$ cat src/rtl/cordic_iter_core_if.sv
// rtl/cordic_iter_core_if.sv - operand/result handshake bundle for cordic_iter_core
interface cordic_iter_core_if #(
    parameter int WIDTH = 15
);
    logic                    in_valid;
    logic                    in_ready;
    logic [1:0]              m;
    logic                    vec;
    logic signed [WIDTH:0]   Xo;
    logic signed [WIDTH:0]   Yo;
    logic signed [WIDTH:0]   Zo;
    logic                    out_valid;
    logic                    out_ready;
    logic signed [WIDTH:0]   Xout;
    logic signed [WIDTH:0]   Yout;
    logic signed [WIDTH:0]   Zout;
    logic                    ovf;

    modport master (
        output in_valid, m, vec, Xo, Yo, Zo, out_ready,
        input  in_ready, out_valid, Xout, Yout, Zout, ovf
    );

    modport slave (
        input  in_valid, m, vec, Xo, Yo, Zo, out_ready,
        output in_ready, out_valid, Xout, Yout, Zout, ovf
    );
endinterface

$ cat src/rtl/cordic_iter_core.sv
// rtl/cordic_iter_core.sv - iterative CORDIC, one micro-rotation per clock; CORDIC_LINEAR_EN adds linear mode
module cordic_iter_core #(
    parameter int WIDTH = 15,
    parameter int FRAC  = 10,
    parameter int ITER  = 14
) (
    input  logic              clk,
    input  logic              reset,
    cordic_iter_core_if.slave bus
);
    // Two integer guard bits above the I/O word keep intermediate growth from wrapping.
    localparam int W     = WIDTH + 3;
    localparam int CW    = $clog2(ITER + 1);
    localparam int ROM_N = 1 << CW;
    localparam int SW    = $clog2(WIDTH + 2);

    typedef enum logic [1:0] {S_IDLE, S_RUN, S_DONE} state_t;

    // Hyperbolic shift sequence: 1,2,3,4,4,5,..,13,13,14,.. (repeat at 4, 13, 40, ...).
    function automatic int hyp_shift(input int idx);
        int s;
        int rep;
        int n;
        int res;
        s   = 1;
        rep = 4;
        n   = 0;
        res = 1;
        for (int k = 0; k < 64; k++) begin
            if (n == idx) res = s;
            n++;
            if (s == rep) begin
                if (n == idx) res = s;
                n++;
                rep = 3 * rep + 1;
            end
            s++;
        end
        return res;
    endfunction

    // Clamp to the output word; top bit of the result flags that a clamp happened.
    function automatic logic [WIDTH+1:0] sat(input logic signed [W-1:0] v);
        if (v[W-1:WIDTH] == {(W - WIDTH){v[W-1]}})
            return {1'b0, v[WIDTH:0]};
        else if (v[W-1])
            return {1'b1, 1'b1, {WIDTH{1'b0}}};
        else
            return {1'b1, 1'b0, {WIDTH{1'b1}}};
    endfunction

    state_t                state_q, state_d;
    logic [CW-1:0]         cnt_q, cnt_d;
    logic signed [W-1:0]   x_q, y_q, z_q;
    logic                  vec_q;
    logic                  hyp_q;
    logic signed [WIDTH:0] xout_q, yout_q, zout_q;
    logic                  ovf_q;
    logic                  load, step, capture;

    logic [SW-1:0]         hyp_sh   [ROM_N];
    logic signed [W-1:0]   circ_ang [ROM_N];
    logic signed [W-1:0]   hyp_ang  [ROM_N];

    logic [SW-1:0]         sh;
    logic signed [W-1:0]   ang, xs, ys, x_rot, y_rot, z_rot;
    logic                  d_neg;
    logic [WIDTH+1:0]      sx, sy, sz;

`ifdef CORDIC_LINEAR_EN
    localparam logic signed [W-1:0] LIN_ONE = W'(1 << FRAC);
    logic lin_q;
`else
    logic unused_m1;
    assign unused_m1 = bus.m[1];
`endif

    // Angle and shift tables, computed at elaboration and rounded to nearest.
    for (genvar gi = 0; gi < ROM_N; gi++) begin : g_rom
        if (gi < ITER) begin : g_used
            localparam int SH = hyp_shift(gi);
            localparam int CA = $rtoi($atan(1.0 / (2.0 ** gi)) * (2.0 ** FRAC) + 0.5);
            localparam int HA = $rtoi($atanh(1.0 / (2.0 ** SH)) * (2.0 ** FRAC) + 0.5);
            assign hyp_sh[gi]   = SW'(SH);
            assign circ_ang[gi] = W'(CA);
            assign hyp_ang[gi]  = W'(HA);
        end else begin : g_pad
            assign hyp_sh[gi]   = '0;
            assign circ_ang[gi] = '0;
            assign hyp_ang[gi]  = '0;
        end
    end

    // State register; reset abandons any operation in flight.
    always_ff @(posedge clk or posedge reset) begin
        if (reset) begin
            state_q <= S_IDLE;
            cnt_q   <= '0;
        end else begin
            state_q <= state_d;
            cnt_q   <= cnt_d;
        end
    end

    // Sequencing: accept in IDLE, ITER rotations plus one saturate cycle in RUN, hold in DONE.
    always_comb begin
        state_d = state_q;
        cnt_d   = cnt_q;
        load    = 1'b0;
        step    = 1'b0;
        capture = 1'b0;
        case (state_q)
            S_IDLE: begin
                if (bus.in_valid) begin
                    load    = 1'b1;
                    cnt_d   = '0;
                    state_d = S_RUN;
                end
            end
            S_RUN: begin
                if (cnt_q == CW'(ITER)) begin
                    capture = 1'b1;
                    state_d = S_DONE;
                end else begin
                    step  = 1'b1;
                    cnt_d = cnt_q + CW'(1);
                end
            end
            S_DONE: begin
                if (bus.out_ready) state_d = S_IDLE;
            end
            default: state_d = S_IDLE;
        endcase
    end

    // One micro-rotation on the working registers for the current step.
    always_comb begin
        sh    = hyp_q ? hyp_sh[cnt_q] : SW'(cnt_q);
        ang   = hyp_q ? hyp_ang[cnt_q] : circ_ang[cnt_q];
`ifdef CORDIC_LINEAR_EN
        if (lin_q) begin
            sh  = SW'(cnt_q);
            ang = LIN_ONE >>> sh;
        end
`endif
        xs    = x_q >>> sh;
        ys    = y_q >>> sh;
        // d_neg means d = -1: rotation follows sign(Z), vectoring opposes sign(Y).
        d_neg = vec_q ? ~y_q[W-1] : z_q[W-1];
        if (hyp_q)
            x_rot = d_neg ? x_q - ys : x_q + ys;
        else
            x_rot = d_neg ? x_q + ys : x_q - ys;
`ifdef CORDIC_LINEAR_EN
        if (lin_q) x_rot = x_q;
`endif
        y_rot = d_neg ? y_q - xs : y_q + xs;
        z_rot = d_neg ? z_q + ang : z_q - ang;
        sx    = sat(x_q);
        sy    = sat(y_q);
        sz    = sat(z_q);
    end

    // Working registers: latch operands on accept, update once per RUN step.
    always_ff @(posedge clk or posedge reset) begin
        if (reset) begin
            x_q   <= '0;
            y_q   <= '0;
            z_q   <= '0;
            vec_q <= 1'b0;
            hyp_q <= 1'b0;
`ifdef CORDIC_LINEAR_EN
            lin_q <= 1'b0;
`endif
        end else if (load) begin
            x_q   <= {{(W - WIDTH - 1){bus.Xo[WIDTH]}}, bus.Xo};
            y_q   <= {{(W - WIDTH - 1){bus.Yo[WIDTH]}}, bus.Yo};
            z_q   <= {{(W - WIDTH - 1){bus.Zo[WIDTH]}}, bus.Zo};
            vec_q <= bus.vec;
            hyp_q <= bus.m[0];
`ifdef CORDIC_LINEAR_EN
            lin_q <= (bus.m == 2'b10);
`endif
        end else if (step) begin
            x_q <= x_rot;
            y_q <= y_rot;
            z_q <= z_rot;
        end
    end

    // Result registers: saturated words captured once, held through DONE.
    always_ff @(posedge clk or posedge reset) begin
        if (reset) begin
            xout_q <= '0;
            yout_q <= '0;
            zout_q <= '0;
            ovf_q  <= 1'b0;
        end else if (capture) begin
            xout_q <= sx[WIDTH:0];
            yout_q <= sy[WIDTH:0];
            zout_q <= sz[WIDTH:0];
            ovf_q  <= sx[WIDTH+1] | sy[WIDTH+1] | sz[WIDTH+1];
        end
    end

    assign bus.in_ready  = (state_q == S_IDLE) && !reset;
    assign bus.out_valid = (state_q == S_DONE);
    assign bus.Xout      = xout_q;
    assign bus.Yout      = yout_q;
    assign bus.Zout      = zout_q;
    assign bus.ovf       = ovf_q;
endmodule

$ cat src/flat_wrapper.sv
// flat-port wrapper written by rule: the top's interface ports become plain ports
module cordic_iter_core_flat 
#(
    parameter int WIDTH = 15,
    parameter int FRAC  = 10,
    parameter int ITER  = 14
)
  (clk, reset, bus_in_valid, bus_m, bus_vec, bus_Xo, bus_Yo, bus_Zo, bus_out_ready, bus_in_ready, bus_out_valid, bus_Xout, bus_Yout, bus_Zout, bus_ovf);
  cordic_iter_core_if #(.WIDTH(WIDTH)) bus_i ();
  input  logic clk;
  input  logic reset;
  input wire logic [$bits(bus_i.in_valid)-1:0] bus_in_valid;
  input wire logic [$bits(bus_i.m)-1:0] bus_m;
  input wire logic [$bits(bus_i.vec)-1:0] bus_vec;
  input wire logic [$bits(bus_i.Xo)-1:0] bus_Xo;
  input wire logic [$bits(bus_i.Yo)-1:0] bus_Yo;
  input wire logic [$bits(bus_i.Zo)-1:0] bus_Zo;
  input wire logic [$bits(bus_i.out_ready)-1:0] bus_out_ready;
  output wire logic [$bits(bus_i.in_ready)-1:0] bus_in_ready;
  output wire logic [$bits(bus_i.out_valid)-1:0] bus_out_valid;
  output wire logic [$bits(bus_i.Xout)-1:0] bus_Xout;
  output wire logic [$bits(bus_i.Yout)-1:0] bus_Yout;
  output wire logic [$bits(bus_i.Zout)-1:0] bus_Zout;
  output wire logic [$bits(bus_i.ovf)-1:0] bus_ovf;
  assign bus_i.in_valid = bus_in_valid;
  assign bus_i.m = bus_m;
  assign bus_i.vec = bus_vec;
  assign bus_i.Xo = bus_Xo;
  assign bus_i.Yo = bus_Yo;
  assign bus_i.Zo = bus_Zo;
  assign bus_i.out_ready = bus_out_ready;
  assign bus_in_ready = bus_i.in_ready;
  assign bus_out_valid = bus_i.out_valid;
  assign bus_Xout = bus_i.Xout;
  assign bus_Yout = bus_i.Yout;
  assign bus_Zout = bus_i.Zout;
  assign bus_ovf = bus_i.ovf;
  cordic_iter_core #(.WIDTH(WIDTH), .FRAC(FRAC), .ITER(ITER)) u_core (.clk(clk), .reset(reset), .bus(bus_i));
endmodule
$ cat config.mk
export PLATFORM = sky130hd
export DESIGN_NAME = cordic_iter_core_flat
export DESIGN_NICKNAME = d
export VERILOG_FILES = /design/src/rtl/cordic_iter_core_if.sv /design/src/rtl/cordic_iter_core.sv /design/src/flat_wrapper.sv
export SDC_FILE = /design/constraint.sdc
export NUM_CORES = 1
export LEC_CHECK = 0
export BUFFER_PORTS_ARGS = -buffer_cell sky130_fd_sc_hd__clkbuf_2
export CAP_MARGIN = 20
export CELL_PAD_IN_SITES_DETAIL_PLACEMENT = 2
export CELL_PAD_IN_SITES_GLOBAL_PLACEMENT = 2
export CORE_MARGIN = 2
export CORE_UTILIZATION = 36
export DETAILED_ROUTE_END_ITERATION = 10
export GPL_TIMING_DRIVEN = 0
export HOLD_SLACK_MARGIN = 0.08
export PLACE_DENSITY = 0.9
export SLEW_MARGIN = 20
export SYNTH_ARGS = -nofsm -noshare
export SYNTH_HDL_FRONTEND = slang
export SYNTH_SLANG_ARGS = --single-unit
$ cat constraint.sdc
create_clock -name clk -period 7.1 [get_ports clk]
set_input_delay 0.71 -clock clk [delete_from_list [all_inputs] [get_ports clk]]
set_output_delay 0.71 -clock clk [all_outputs]
set_load 0.005 [all_outputs]
* Word level (Yosys, flattened, before mapping)
Memories as Yosys holds them, arrays and structs flattened. Index checks and enable logic that the tools add are counted.
Word-level totals: ROM bits 656, latch bits 0, bits in registers 111, output and inout bits 51, bits in writable memories 0, logic and storage cells 84, memories 3, input port bits 55
Memory list:
- (name not given) | depth 16, width 18, read ports 1, clocked after memory_dff 0, wr ports 0, line cordic_iter_core.sv:139 | ang = hyp_q ? hyp_ang[cnt_q] : circ_ang[cnt_q];
- (name not given) | depth 16, width 18, read ports 1, clocked after memory_dff 0, wr ports 0, line cordic_iter_core.sv:139
- (name not given) | depth 16, width 5, read ports 1, clocked after memory_dff 0, wr ports 0, line cordic_iter_core.sv:138 | sh = hyp_q ? hyp_sh[cnt_q] : SW'(cnt_q);
Cells by class: shift operators 2, divide/modulo/power cells 0, equal/unequal tests 10, reduce and logical (&&, ||, !) cells 7, muxes and demuxes 39, add/sub/neg operators 7, bitwise logic cells 4, order comparisons 1, $mul 0
Operators by type and width (number):
- $mux W18 | 16
- $add A18 B18 Y18 | 3
- $sub A18 B18 Y18 | 3
- $mux W17 | 3
- $mux W16 | 3
- $sshr A18 B5 Y18 | 2
- $mux W5 | 3
- $mux W4 | 2
- $pmux W4 S2 | 1
- $mux W1 | 7
- $eq A2 B2 Y1 | 3
- $mux W2 | 3
- $ne A2 B2 Y1 const B | 3
- $pmux W2 S3 | 1
- $reduce_and A3 Y1 | 2
- $ge A5 B5 Y1 const B | 1
- $not A4 Y5 | 1
- $add A4 B1 Y4 const B | 1
- $eq A4 B4 Y1 const B | 1
- $reduce_bool A2 Y1 | 2
- $eq A2 B1 Y1 const B | 1
- $eq A2 B2 Y1 const B | 1
- $logic_not A2 Y1 | 1
- $ne A2 B1 Y1 const B | 1
- 4 further kinds | 5

* Longest topological paths before layout
depth after elaboration 11, mapped depth 28, gate-level depth less buffers 25

* Worst setup path after synthesis
No wires, ideal clock.
kind register to register, start register u_core.cnt_q[2], end register u_core.y_q[17], path buffers 2, data arrival time 5.243 ns, cell stages (with the launch flop) 24, slack 1.741 ns, path through dfrtp_1 -> clkbuf_1 -> clkbuf_1 -> inv_1 -> ha_1 -> or3_1 -> and3_1 -> o21ai_0 -> a21oi_1 -> o311ai_1 -> nand3_2 -> or3_4 -> nor3_2 -> nor2_1 -> xnor2_1 -> ha_1 -> a21o_1 -> a21o_1 -> a21o_1 -> a21o_1 -> a41o_1 -> or4_1 -> nand4_1 -> nor2_1
On the way: cells in the longest elaborated chain, start to end 10
RTL lines:
- start, declared | line cordic_iter_core.sv:53 | logic [CW-1:0] cnt_q, cnt_d;
- start signal, assigned | line cordic_iter_core.sv:101 | cnt_q <= cnt_d;
- $not A4 Y5 (implied by the code) | line cordic_iter_core.sv:138
- $mem_v2 Z16 W5
- $mux W5 (implied by the code) (2 in a row) | line cordic_iter_core.sv:138
- $mux W5 | line cordic_iter_core.sv:138
- $sshr A18 B5 Y18 | line cordic_iter_core.sv:146 | xs = x_q >>> sh;
- $add A18 B18 Y18 or $sub A18 B18 Y18 (tied branches) | line cordic_iter_core.sv:157 | y_rot = d_neg ? y_q - xs : y_q + xs;
- $mux W18 | line cordic_iter_core.sv:157
- $mux W18 | line cordic_iter_core.sv:184 | end else if (step) begin
- $mux W18 | line cordic_iter_core.sv:175 | end else if (load) begin
- end signal, assigned | line cordic_iter_core.sv:177 | y_q <= {{(W - WIDTH - 1){bus.Yo[WIDTH]}}, bus.Yo};
- end signal, assigned | line cordic_iter_core.sv:186 | y_q <= y_rot;
- end, declared | line cordic_iter_core.sv:54 | logic signed [W-1:0] x_q, y_q, z_q;
Parallel ways exist; a longest one is shown, timed or not. The select of a mux whose other input is x is not followed. A chain may end at the register's enable or synchronous reset.

* Worst setup path in the final report
start register u_core.cnt_q[2], end register u_core.y_q[15]
The elaborated chain is that of the path after synthesis.

==> metrics.txt <==
Synth cell types 79; die area 30600 µm²; commonest cells in the netlist nand2_1 (198), o21ai_0 (157), nor2_1 (118), dfrtp_1 (111), a21oi_1 (107); vias in the first global route 12800; Max stage delay on crit path 530 ps; synthesis-to-finish area growth 12.8%; GR Overflow Total 0; total track usage 0.315; Post-synth EDFFs 0; routability congestion estimate 1.00; Yosys reg bits 111; syn_area_per_cell 7.57 µm²; top post-synthesis cells by area dfrtp_1 (26%), ha_1 (9.4%), o21ai_0 (7.5%), nand2_1 (7.1%), a21oi_1 (5.1%); Arr. time, crit path 7100 ps; fraction of final layout cells sized beyond drive strength 1 0.114; TNS Setup 0 ps; most frequent cell after synthesis nand2_1; Register Area 2780 µm²; post-synthesis cell area 10500 µm²; fmax 146 MHz; min Tclk post-route 6870 ps; critical path's slowest cell dfrtp_1; Reg clk slew, reported paths 100 ps; hold-fix buffers at CTS 0; first-pass GRT wire length 74600 µm; drt first pass iters 5; CP Class reg2reg; Main synth FF type dfrtp_1; Vias 11700; Slew HR 0.223; antenna viol nets, final 0; Skew-Pair Late Insertion Delay 390 ps; syn nets 1530; worst min-delay path category in2async; Layout Nets 1645; DRC viols 0; Synth area leader dfrtp_1; Reg2Reg Depth 24; Final Hold Fails 0; Core Region 28800 µm²; die height 175 µm; Seq/Total Area, Yosys 0.264; required time worst endpoint 7330 ps; setup violators final 0; Async S/R FF share, synth 1.00; Tcrit/Tclk final 0.967; WP depth 24; Max Cap Viol 0; Clock Sinks 111; Top delay family on crit path compound AO/OA/AOI/OAI gates; Worst-Margin Slew 1170 ps; Ports 106; Initial DRC Count 848; multi-input logic area 7220 µm²; Clock Path Buffers 2; Fin Clk Skew 19.2 ps; Warnings, synthesis 0; crit-path max FO 10; crit end category flop; total length of routed wires 48600 µm; Root Buffer clkbuf_16; TritonCTS clock tree built; cells after synthesis 1392; Synth top area share 0.264; Slew Viols, Final 0; Buffers & Inverters on Critical Path 4; initial core utilization 0.366; Port-buffer cells 104; DR WL/cell 25.6 µm; CTS buffer count 9; Die X 175 µm; via/cell ratio 6.18; post-DP HPWL 36700 µm; initial antenna violation count 1; largest net degree at the start of global routing 58; RSZ-0062 raised after global routing false; Row Count 62; fillers 3385; status finished clean; CTS H-tree depth 3; crit path launch type flop; critical path cell sequence clkbuf_1 > clkbuf_1 > inv_1 > ha_1 > or3_1 > and2_0 > nand2_1 > clkbuf_2 > a21oi_1 > a221oi_2 > a211oi_1 > and2_1 > a31oi_1 > xor2_1 > ha_1 > or3_1 > a311o_1 > nand3_1 > nand3b_1 > a31oi_1 > nor2_1 > a211oi_1 > xor2_1 > mux2i_1
## logic make-up after synthesis
| family | count (synthesis) | share of synthesized area |
|---|---|---|
| buf+inv | 144 | 0.0527 |
| mux | 44 | 0.0428 |
| flops | 111 | 0.264 |
| compound gates | 472 | 0.278 |
| simple gates | 464 | 0.200 |
| xor+xnor | 74 | 0.0615 |
| fa+ha+maj | 83 | 0.101 |
## final timing paths
check | end | from | slack, ps
max | u_core.y_q[15]$_DFFE_PP0P_ | u_core.cnt_q[2]$_DFFE_PP0P_ | 230
min | u_core.state_q[0]$_DFFE_PP0P_ | reset | 410
max reg2reg | u_core.y_q[15]$_DFFE_PP0P_ | u_core.cnt_q[2]$_DFFE_PP0P_ | 230
min reg2reg | u_core.bus.Xout[14]$_DFFE_PP0P_ | u_core.bus.Xout[14]$_DFFE_PP0P_ | 480
max in group asynchronous | u_core.bus.Xout[7]$_DFFE_PP0P_ | reset | 5940
min in group clk | u_core.bus.Xout[14]$_DFFE_PP0P_ | u_core.bus.Xout[14]$_DFFE_PP0P_ | 480
## metal layers
metal  GRT usage  wire length (µm)  vias to the layer above
li1            -                 -                     5211
met1       0.381             20300                     5936
met2       0.542             23300                      424
met3      0.0561              2670                      147
met4       0.150              2340                        2
met5           0                13                        -
## per-stage QoR
stage               cell area (µm²)  hold slack [ps]  worst slack [ps]   util  std cells
CTS                           11900              440               234  0.412       1897
floorplan                     10500              473              1740      -       1392
detailed placement            11600              471               150  0.402       1881
global route                  11900              461              19.3  0.413       1896
finish                        11900              406               235  0.413       1897
global placement              11500              462               522  0.401       1880
## placed cells by master, fill, tap and decap left out, types with 23 or more instances in the layout
| cell type | netlist | layout |
|---|---|---|
| o21ai_0 | 157 | 157 |
| nand2_1 | 198 | 198 |
| clkbuf_2 | 1 | 110 |
| dfrtp_1 | 111 | 111 |
| clkbuf_1 | 58 | 55 |
| a21oi_1 | 107 | 107 |
| a31oi_1 | 49 | 49 |
| xor2_1 | 30 | 30 |
| nor3_1 | 23 | 23 |
| inv_1 | 59 | 58 |
| nor2_1 | 118 | 118 |
| xnor2_1 | 44 | 44 |
| ha_1 | 79 | 79 |
| mux2i_1 | 36 | 35 |
| nand3_1 | 26 | 26 |
## state kept, by name, indices dropped and copies added (netlist names)
signal           cells
u_core.bus.Zout     16
u_core.state_q       2
u_core.bus.Yout     16
u_core.bus.Xout     16
u_core.bus.ovf       1
u_core.z_q          18
u_core.vec_q         1
u_core.x_q          18
u_core.hyp_q         1
u_core.y_q          18
u_core.cnt_q         4
## cell type report
class | count | area share
antenna | 1 | 0.000211
clock inverter | 6 | 0.00527
clock buffer | 10 | 0.0193
multi-input combinational | 1137 | 0.607
inverter | 61 | 0.0197
timing repair buffer | 105 | 0.0461
buffer | 82 | 0.0277
tap | 384 | 0.0404
sequential | 111 | 0.234
## repair_timing
item | CTS | global route
hold endpoints to repair | 0 | 0
endpoints found under the setup margin | 1 | 7
resized for setup | 1 | 10
setup buffers | 0 | 0
Power is left out: the tool's default activity adds up to more than one toggle a clock period on the data nets, which glitch-free logic cannot reach.
